$ cat src/rtl/stage_mem_pkg.sv
// Shared types and constants for the stage_mem memory-access stage.
package stage_mem_pkg;

  typedef enum logic {
    IDLE   = 1'b0,
    ACCESS = 1'b1
  } mem_state_t;

  localparam logic [2:0] F3_LB  = 3'b000;
  localparam logic [2:0] F3_LH  = 3'b001;
  localparam logic [2:0] F3_LW  = 3'b010;
  localparam logic [2:0] F3_LBU = 3'b100;
  localparam logic [2:0] F3_LHU = 3'b101;
  localparam logic [2:0] F3_SB  = 3'b000;
  localparam logic [2:0] F3_SH  = 3'b001;
  localparam logic [2:0] F3_SW  = 3'b010;

  localparam int unsigned MEM_TIMEOUT_DEF = 16;

endpackage

$ cat src/rtl/stage_mem_align.sv
// Sub-word lane steering: byte enables, store replication, load extension.
// Only present when MEM_SUBWORD_EN is defined.
`ifdef MEM_SUBWORD_EN
module mem_align
  import stage_mem_pkg::*;
#(
  parameter int unsigned WD_SIZE = 32
) (
  input  logic [2:0]         funct3,
  input  logic [1:0]         addr_lo,
  input  logic [WD_SIZE-1:0] wdata_in,
  input  logic [WD_SIZE-1:0] rdata_in,
  output logic [3:0]         be,
  output logic [WD_SIZE-1:0] wdata_out,
  output logic [WD_SIZE-1:0] rdata_out,
  output logic               misalign
);

  logic [15:0] lane;

  assign lane = 16'(rdata_in >> {addr_lo, 3'b000});

  always_comb begin
    be        = '1;
    wdata_out = wdata_in;
    rdata_out = rdata_in;
    misalign  = 1'b0;
    case (funct3)
      F3_LB, F3_LBU: begin
        be        = 4'(4'b0001 << addr_lo);
        wdata_out = {(WD_SIZE/8){wdata_in[7:0]}};
        rdata_out = (funct3 == F3_LBU) ? WD_SIZE'(lane[7:0])
                                       : {{(WD_SIZE-8){lane[7]}}, lane[7:0]};
      end
      F3_LH, F3_LHU: begin
        misalign  = addr_lo[0];
        be        = 4'(4'b0011 << addr_lo);
        wdata_out = {(WD_SIZE/16){wdata_in[15:0]}};
        rdata_out = (funct3 == F3_LHU) ? WD_SIZE'(lane)
                                       : {{(WD_SIZE-16){lane[15]}}, lane};
      end
      default: misalign = |addr_lo;
    endcase
  end

endmodule
`endif

$ cat src/rtl/stage_mem.sv
// Memory-access stage: issues ld/st over a req/ack port, stalls upstream, emits WB bundle.
// Optional sub-word access support under MEM_SUBWORD_EN.
module stage_mem
  import stage_mem_pkg::*;
#(
  parameter int unsigned WD_SIZE       = 32,
  parameter int unsigned REG_ADDR_SIZE = 5,
  parameter int unsigned MEM_TIMEOUT   = MEM_TIMEOUT_DEF
) (
  input  logic                     clk,
  input  logic                     reset,
  input  logic                     valid_i,
  input  logic [WD_SIZE-1:0]       alu_result_i,
  input  logic [WD_SIZE-1:0]       rs2_data_i,
  input  logic [REG_ADDR_SIZE-1:0] rd_i,
  input  logic                     ctrl_ld_i,
  input  logic                     ctrl_st_i,
  input  logic                     ctrl_reg_write_i,
  input  logic [2:0]               ctrl_funct3_i,
  output logic                     stall_o,
  output logic                     mem_req_o,
  output logic                     mem_we_o,
  output logic [WD_SIZE-1:0]       mem_addr_o,
  output logic [WD_SIZE-1:0]       mem_wdata_o,
  output logic [3:0]               mem_be_o,
  input  logic                     mem_ack_i,
  input  logic [WD_SIZE-1:0]       mem_rdata_i,
  output logic                     valid_o,
  output logic [WD_SIZE-1:0]       wb_data_o,
  output logic [REG_ADDR_SIZE-1:0] rd_o,
  output logic                     ctrl_reg_write_o,
  output logic                     misalign_o,
  output logic                     bus_err_o
);

  localparam int unsigned      CNT_W    = $clog2(MEM_TIMEOUT + 1);
  localparam logic [CNT_W-1:0] CNT_LAST = CNT_W'(MEM_TIMEOUT - 1);

  mem_state_t               state, state_n;
  logic [CNT_W-1:0]         cnt;
  logic                     ld_q, rw_q;
  logic [REG_ADDR_SIZE-1:0] rd_q;
  logic                     mem_op, last;
  logic [3:0]               be_c;
  logic [WD_SIZE-1:0]       wdata_c, rdata_c;
  logic                     mis_c;

  assign mem_op    = ctrl_ld_i | ctrl_st_i;
  assign last      = (cnt == CNT_LAST);
  assign mem_req_o = (state == ACCESS);

`ifdef MEM_SUBWORD_EN
  logic [1:0] addr_lo_q, addr_lo;
  logic [2:0] f3_q, f3;

  // One aligner serves both phases: live inputs at issue, latched ones for the load return.
  assign addr_lo = (state == IDLE) ? alu_result_i[1:0] : addr_lo_q;
  assign f3      = (state == IDLE) ? ctrl_funct3_i     : f3_q;

  mem_align #(.WD_SIZE(WD_SIZE)) u_align (
    .funct3    (f3),
    .addr_lo   (addr_lo),
    .wdata_in  (rs2_data_i),
    .rdata_in  (mem_rdata_i),
    .be        (be_c),
    .wdata_out (wdata_c),
    .rdata_out (rdata_c),
    .misalign  (mis_c)
  );

  always_ff @(posedge clk) begin
    if (reset) begin
      addr_lo_q <= '0;
      f3_q      <= '0;
    end else if (state == IDLE && valid_i && mem_op) begin
      addr_lo_q <= alu_result_i[1:0];
      f3_q      <= ctrl_funct3_i;
    end
  end
`else
  logic unused_funct3;

  assign be_c          = '1;
  assign wdata_c       = rs2_data_i;
  assign rdata_c       = mem_rdata_i;
  assign mis_c         = |alu_result_i[1:0];
  assign unused_funct3 = ^ctrl_funct3_i;
`endif

  always_comb begin
    state_n = state;
    stall_o = 1'b0;
    case (state)
      IDLE: begin
        if (valid_i && mem_op && !mis_c) begin
          state_n = ACCESS;
          stall_o = 1'b1;
        end
      end
      ACCESS: begin
        if (mem_ack_i || last) state_n = IDLE;
        else                   stall_o = 1'b1;
      end
      default: state_n = IDLE;
    endcase
  end

  always_ff @(posedge clk) begin
    if (reset) begin
      state            <= IDLE;
      cnt              <= '0;
      ld_q             <= 1'b0;
      rw_q             <= 1'b0;
      rd_q             <= '0;
      mem_we_o         <= 1'b0;
      mem_addr_o       <= '0;
      mem_wdata_o      <= '0;
      mem_be_o         <= '0;
      valid_o          <= 1'b0;
      wb_data_o        <= '0;
      rd_o             <= '0;
      ctrl_reg_write_o <= 1'b0;
      misalign_o       <= 1'b0;
      bus_err_o        <= 1'b0;
    end else begin
      state      <= state_n;
      valid_o    <= 1'b0;
      misalign_o <= 1'b0;
      bus_err_o  <= 1'b0;
      case (state)
        IDLE: begin
          if (valid_i && !mem_op) begin
            valid_o          <= 1'b1;
            wb_data_o        <= alu_result_i;
            rd_o             <= rd_i;
            ctrl_reg_write_o <= ctrl_reg_write_i;
          end else if (valid_i && mis_c) begin
            valid_o          <= 1'b1;
            misalign_o       <= 1'b1;
            rd_o             <= rd_i;
            ctrl_reg_write_o <= 1'b0;
          end else if (valid_i) begin
            cnt         <= '0;
            ld_q        <= ctrl_ld_i & ~ctrl_st_i;
            rw_q        <= ctrl_reg_write_i;
            rd_q        <= rd_i;
            mem_we_o    <= ctrl_st_i;
            mem_addr_o  <= {alu_result_i[WD_SIZE-1:2], 2'b00};
            mem_wdata_o <= wdata_c;
            mem_be_o    <= be_c;
          end
        end
        ACCESS: begin
          // Ack is tested first so it wins over a coincident timeout.
          if (mem_ack_i) begin
            valid_o          <= 1'b1;
            rd_o             <= rd_q;
            ctrl_reg_write_o <= ld_q & rw_q;
            if (ld_q) wb_data_o <= rdata_c;
          end else if (last) begin
            valid_o          <= 1'b1;
            bus_err_o        <= 1'b1;
            rd_o             <= rd_q;
            ctrl_reg_write_o <= 1'b0;
          end else begin
            cnt <= cnt + 1'b1;
          end
        end
        default: ;
      endcase
    end
  end

endmodule

$ cat config.mk
export PLATFORM = sky130hd
export DESIGN_NAME = stage_mem
export DESIGN_NICKNAME = d
export VERILOG_FILES = /design/src/rtl/stage_mem_pkg.sv /design/src/rtl/stage_mem_align.sv /design/src/rtl/stage_mem.sv
export SDC_FILE = /design/constraint.sdc
export NUM_CORES = 1
export LEC_CHECK = 0
export BUFFER_PORTS_ARGS = -buffer_cell sky130_fd_sc_hd__buf_2
export CAP_MARGIN = 20
export CORE_MARGIN = 2
export CORE_UTILIZATION = 42
export DETAILED_ROUTE_END_ITERATION = 6
export PLACE_DENSITY = 0.76
export SETUP_SLACK_MARGIN = 0.15
export SLEW_MARGIN = 5
export SYNTH_ARGS = -nofsm -noshare
export SYNTH_HDL_FRONTEND = slang
export SYNTH_SLANG_ARGS = --single-unit
$ cat constraint.sdc
create_clock -name clk -period 1.9 [get_ports clk]
set_input_delay 0.19 -clock clk [delete_from_list [all_inputs] [get_ports clk]]
set_output_delay 0.19 -clock clk [all_outputs]
set_load 0.05 [all_outputs]
==> flow_summary.yaml, run 1 <==
pwr:
  power_leakage_uw: 0.00293
  power_uw: 6910
  ir_drop_mv: 0.696
  power.density_nw_per_um2: 1010
global_routing:
  antenna_found_initial: 0
  track_usage_pct: 21.3
  gr-total-overflow: 0
  grt_start_max_net_pins: 65
  grt_pass1_vias: 4348
  grt_pass1_wl_mm: 19.9
clocking:
  clock_sinks: 118
  clockBufferDepth: 2
  clkTransAtPathRegs_ps: 50
  clockRootBuffer: "clkbuf_16"
  htree_levels: 4
  cts_buffers: 17
  clock_latency_ps: 410
  cts_tree: "done"
yosys:
  ys_types: 33
  ys.flop_type: "dfxtp_1"
  synth_area_per_cell_um2: 8.79
  synth_top_area_cell: "dfxtp_1"
  ys_warn_count: 0
  syn_inst: 539
  synth_edf_count: 0
  synth-async-reset-ratio_pct: 0
  synth-seq-cells: 118
  synth.top_cell.area_share_pct: 49.8
  ys_top_cells_by_area: "dfxtp_1, nand2_1, a21oi_1, a211oi_2, mux2i_1"
  syn-cell-area_um2: 4740
  synth_seq_area_share_pct: 49.8
cells_and_area:
  drive_gt1_share_pct: 42.7
  fin_area_um2: 6820
  syn2layout_area_growth_pct: 44.0
  diodes: 0
  nNetsFinal: 870
timing:
  fin_skew_ps: 6.64
  rsz0062_at_grt: "true"
  max_freq_mhz: 507
  finalSetupViolCount: 2
  hold_viol_final: 0
  tightest_slew_ps: 573
  period_share_pct: 104
  relSlewSlack_pct: 61.8
  fin_crit_ps: 1970
  setup_ws_ps: -73.2
  report.final.slew_viol_count: 0
worst_setup_path:
  rr_worst_depth: 9
  endpoint_kind: "output pin"
  crit_arrival_ps: 1780
  path_class: "flop to output pin"
  rrSetupSlack_ps: -10
  cp.required_ps: 1710
  worst_setup_path_start_kind: "flop"
  reg2reg_to: "cnt[1]"
  rr_startpoint: "cnt[1]"
  worst-path-max-fanout: 2
placement:
  port_buffers: 217
  dpl_cell_area_um2: 5940
  place_congestion: 0.831
  hpwl_mm: 9.14
floorplanning:
  start_util_pct: 43.3
  die_w_um: 110
  die_h_um: 110
  core_um2: 10900
  dieArea_um2: 12200
  ios: 223
  core.rowCount: 38
min_path:
  min_to: "mem_wdata_o[21]"
  hold_class: "primary input to flop"
  whs_path_depth: 3
  min-delay-start: "rs2_data_i[21]"
routing:
  drc: 0
  dr_total_vias: 4567
  wl_mm: 13.4
  drtIter0Drc: 211
  vias_per_cell: 5.03
  wl_per_cell_um: 14.8
  postRouteAntennaNets: 0
  drt-pass1-iter-count: 4
flow_run:
  cap_viol_max_count: 0
run_status:
  status: "finished, violations left"
  failed_checks: "negative setup slack"
## placed cells by master, fill, tap and decap left out, drive strengths merged
master | netlist | routed
a2bb2oi | 1 | 1
a311oi | 6 | 6
ha | 2 | 2
nor2 | 42 | 42
or2 | 1 | 1
buf | 33 | 245
inv | 7 | 7
a211oi | 32 | 32
clkinvlp | 0 | 2
and3 | 2 | 2
nor3b | 1 | 1
a221oi | 5 | 5
a41oi | 1 | 1
o21ai | 3 | 3
nand4b | 1 | 1
or3b | 1 | 1
nand2b | 2 | 2
dfxtp | 118 | 118
nor4 | 1 | 1
clkbuf | 14 | 21
clkinv | 0 | 3
a21o | 1 | 1
nand4 | 1 | 1
nand2 | 142 | 142
a21oi | 73 | 73
nor3 | 1 | 1
nor2b | 7 | 7
bufinv | 0 | 4
mux2i | 32 | 32
a31oi | 3 | 3
conb | 1 | 2
nand3 | 5 | 5
## sequential cells by signal, summed over array words and instances, names as in the netlist, 5 cells and up
register / count
cnt: 5
mem_addr_o: 30
mem_wdata_o: 32
rd_o: 5
rd_q: 5
wb_data_o: 32
## metrics by stage
| step | util [%] | worst slack, ps | TNS (ps) | std cells | hold WS, ps |
|---|---|---|---|---|---|
| final | 62.4 | -73.2 | -86.1 | 908 | 22.3 |
| after detailed placement | 54.3 | -4.83 | -4.83 | 865 | 434 |
| after floorplan | - | 90.2 | 0 | 540 | 267 |
| after global routing | 62.4 | -128 | -203 | 908 | 17.4 |
| after global placement | 54.3 | 130 | 0 | 865 | 430 |
| after CTS | 61.1 | -68.6 | -68.6 | 902 | 6.44 |
## metal layers
layer | routed length, um | vias up | track usage, %
li1 | - | 2251 | -
met1 | 5310 | 2115 | 22.3
met2 | 6770 | 168 | 37.6
met3 | 873 | 33 | 6.88
met4 | 452 | 0 | 12.1
met5 | 0 | - | 0
## how the worst max path moves through the flow
stage,depth (start not counted),slack (ps),endpoint,startpoint
after floorplan,7,90,cnt[3],cnt[0]
after global placement,7,130,cnt[1],cnt[1]
after detailed placement,7,-5,cnt[3],cnt[1]
after CTS,7,-70,stall_o,cnt[1]
after global routing,7,-130,stall_o,cnt[1]
final,7,-70,stall_o,cnt[1]
## cells in the mapped netlist, types with 4 or more instances
library cell    n
a211oi_1        4
a211oi_2       28
a21oi_1        73
a221oi_1        5
a311oi_1        6
buf_2          22
buf_4           8
clkbuf_1       14
dfxtp_1       118
inv_1           7
mux2i_1        32
nand2_1       142
nand3_1         5
nor2_1         42
nor2b_1         7
## cell type report
type                       instances  area [um2]
fill                             952        4110
timing repair buffer             245        1380
sequential                       118        2370
clock buffer                      21         470
tap                              140         175
clock inverter                     9         150
multi-input combinational        368        2260
inverter                           7        26.3
## worst max-delay path: stages (launching register included)
cell and delay [ps]:
dfxtp_4 350, ha_4 160, and3_4 180, ha_4 170, nor3b_4 190, a31oi_2 80
inv_2 110, buf_12 140
## kinds of logic (layout without fill, tap and decap cells)
| logic type | after synthesis | after routing | share of synthesized area (%) |
|---|---|---|---|
| simple gates | 207 | 207 | 17.6 |
| compound gates | 125 | 125 | 19.2 |
| other cells | 1 | 2 | 0.0791 |
| mux | 32 | 32 | 6.76 |
| buf+inv | 54 | 282 | 5.97 |
| flops | 118 | 118 | 49.8 |
| fa+ha+maj | 2 | 2 | 0.528 |
## power breakdown
part	switching, uW	leakage [uW]	internal, uW
logic	656	0.00166	290
clock network	1070	0.000301	2270
registers	47.3	0.000962	2570
## repair_timing
action / CTS / global route
cloned: 0 / 1
hold buffers: 0 / 0
gates resized for setup: 12 / 22
pin swaps: 7 / 13
setup buffers: 7 / 5
setup endpoints to repair: 11 / 11
(Power assumes the default switching activity.)
==> run 2: changes to the inputs <==
Settings changed: CORE_ASPECT_RATIO set to 0.75, HOLD_SLACK_MARGIN set to 0.1, REMOVE_ABC_BUFFERS set to 1.
==> run 2 against run 1 <==
Net effect:
- flip-flop and latch count did not move
- first-iteration DRC count increased by 31%
- hold slack improved by 110 ps
- fmax is 1.2% lower
- sequential power barely moved
- register-to-register slack lost 60 ps
- clock power fell by 1%
- global-route usage up 3.2 points
- combinational power rose by 14%
- the flow still finishes with violations (negative setup slack)
- cell area up 10%
- routed wire length up 16%
- critical path depth unchanged
==> flow_summary.yaml, run 2 (synthesized netlist as in run 1, its figures left out) <==
worst_setup_path:
  endpoint_kind: "output pin"
  crit_arrival_ps: 1810
  cp.required_ps: 1710
  worst_setup_path_start_kind: "flop"
  worst-path-max-fanout: 2
  rr_worst_depth: 9
  cp_slowest_cell: "dfxtp_2"
  path_cells: "ha_4 > and3_4 > ha_4 > nor3b_2 > a31oi_1 > inv_1 > buf_6"
  max_stage_delay_ps: 340
  cpMostUsedCell: "ha_4"
  path_class: "flop to output pin"
global_routing:
  gr-total-overflow: 0
  track_usage_pct: 24.5
  grt_start_max_net_pins: 67
  grt_pass1_vias: 4765
  grt_pass1_wl_mm: 23.3
  antenna_found_initial: 0
clocking:
  htree_levels: 4
  cts_buffers: 17
  cts_tree: "done"
  clock_sinks: 118
  clockRootBuffer: "clkbuf_16"
  clock_latency_ps: 410
  clockBufferDepth: 2
  clkTransAtPathRegs_ps: 60
placement:
  place_inst: 868
  hpwl_mm: 9.15
  dpl_cell_area_um2: 5960
  port_buffers: 217
  place_congestion: 0.767
cells_and_area:
  top_regs: "mem_wdata_o: 32 flops, wb_data_o: 32 flops, mem_addr_o: 30 flops"
  layout_commonest_cell: "buf_2"
  diodes: 0
  stdcell_count: 979
  multi_input_area_um2: 2270
  nNetsFinal: 939
  ff_latch_area_um2: 2370
  mostFrequentLayoutCells: "buf_2, nand2_1, dfxtp_1"
  syn2layout_area_growth_pct: 58.9
  utilization_pct: 68.6
  drive_gt1_share_pct: 39.3
  fill_cells: 821
  fin_area_um2: 7530
floorplanning:
  start_util_pct: 43.2
  ios: 223
  die_h_um: 96.0
  core_um2: 11000
  die_w_um: 127
  dieArea_um2: 12200
  core.rowCount: 33
timing:
  relSlewSlack_pct: 47.6
  report.final.slew_viol_count: 0
  tightest_slew_ps: 785
  setup_ws_ps: -98.0
  max_freq_mhz: 500
  fin_crit_ps: 2000
  finalSetupViolCount: 2
  fin_skew_ps: 16.2
  whs_ps: 135
  hold_viol_final: 0
  rsz0062_at_grt: "true"
  period_share_pct: 105
routing:
  dr_total_vias: 4989
  vias_per_cell: 5.10
  drtIter0Drc: 276
  wl_mm: 15.6
  drt-pass1-iter-count: 5
  postRouteAntennaNets: 0
  drc: 0
  wl_per_cell_um: 15.9
run_status:
  failed_checks: "negative setup slack"
  status: "finished, violations left"
pwr:
  power_leakage_uw: 0.00320
  power.density_nw_per_um2: 930
  ir_drop_mv: 0.635
  power_uw: 7000
min_path:
  whs_path_depth: 3
  hold_class: "primary input to flop"
flow_run:
  cap_viol_max_count: 0
## run 2: cell count changes in the layout (fill, tap and decap cells not counted), sizes merged
cell | previous run | this run
dlygate4sd3 | 0 | 71
clkbuf | 21 | 18
clkinvlp | 2 | 5
buf | 245 | 243
inv | 7 | 9
bufinv | 4 | 3
clkinv | 3 | 4
## run 2: path summary, 6_finish.rpt
kind / start / to / slack (ps)
max: cnt[0] / stall_o / -100
min: mem_rdata_i[0] / wb_data_o[0] / 130
max reg2reg: cnt[0] / cnt[1] / -70
min reg2reg: mem_wdata_o[6] / mem_wdata_o[6] / 450
## run 2: what timing repair did
action / 4_1_cts / 5_1_grt
cloned: 1 / 0
setup endpoints to repair: 12 / 13
endpoints found under the hold margin: 72 / 1
pin swaps: 7 / 10
gates resized for setup: 19 / 23
setup buffers: 4 / 3
hold buffers: 70 / 1
## run 2: through the flow
stage | setup TNS [ps] | setup WS, ps
6_report | -170 | -98.0
3_3_place_gp | 0 | 42.8
5_1_grt | -400 | -180
4_1_cts | -84.9 | -84.9
2_1_floorplan | -194070 | -1870
3_5_place_dp | -59.8 | -38.1
## run 2: per-layer routing
metal | routed length [um] | vias up | global-route usage (%)
li1 | - | 2394 | -
met1 | 6140 | 2333 | 27.1
met2 | 8090 | 231 | 43.8
met3 | 1060 | 31 | 7.50
met4 | 295 | 0 | 11.9
met5 | 0 | - | 0
## run 2: report_power, final
part / internal [uW] / switching (uW)
clock network: 2110 / 1190
logic: 387 / 696
registers: 2570 / 51.5
## run 2: layout make-up
type / instances / area share, %
clock inverter: 14 / 2.34
inverter: 7 / 0.349
timing repair buffer: 314 / 27.6
clock buffer: 18 / 5.83
tap: 140 / 2.33
sequential: 118 / 31.4
multi-input combinational: 368 / 30.1
## run 2: worst max-delay path, delay by kind of cell, from the launching register on
kind / cells / cell delay, ps
flops: 1 / 340
simple gates: 2 / 360
fa+ha+maj: 2 / 330
compound gates: 1 / 80
buf+inv: 2 / 300
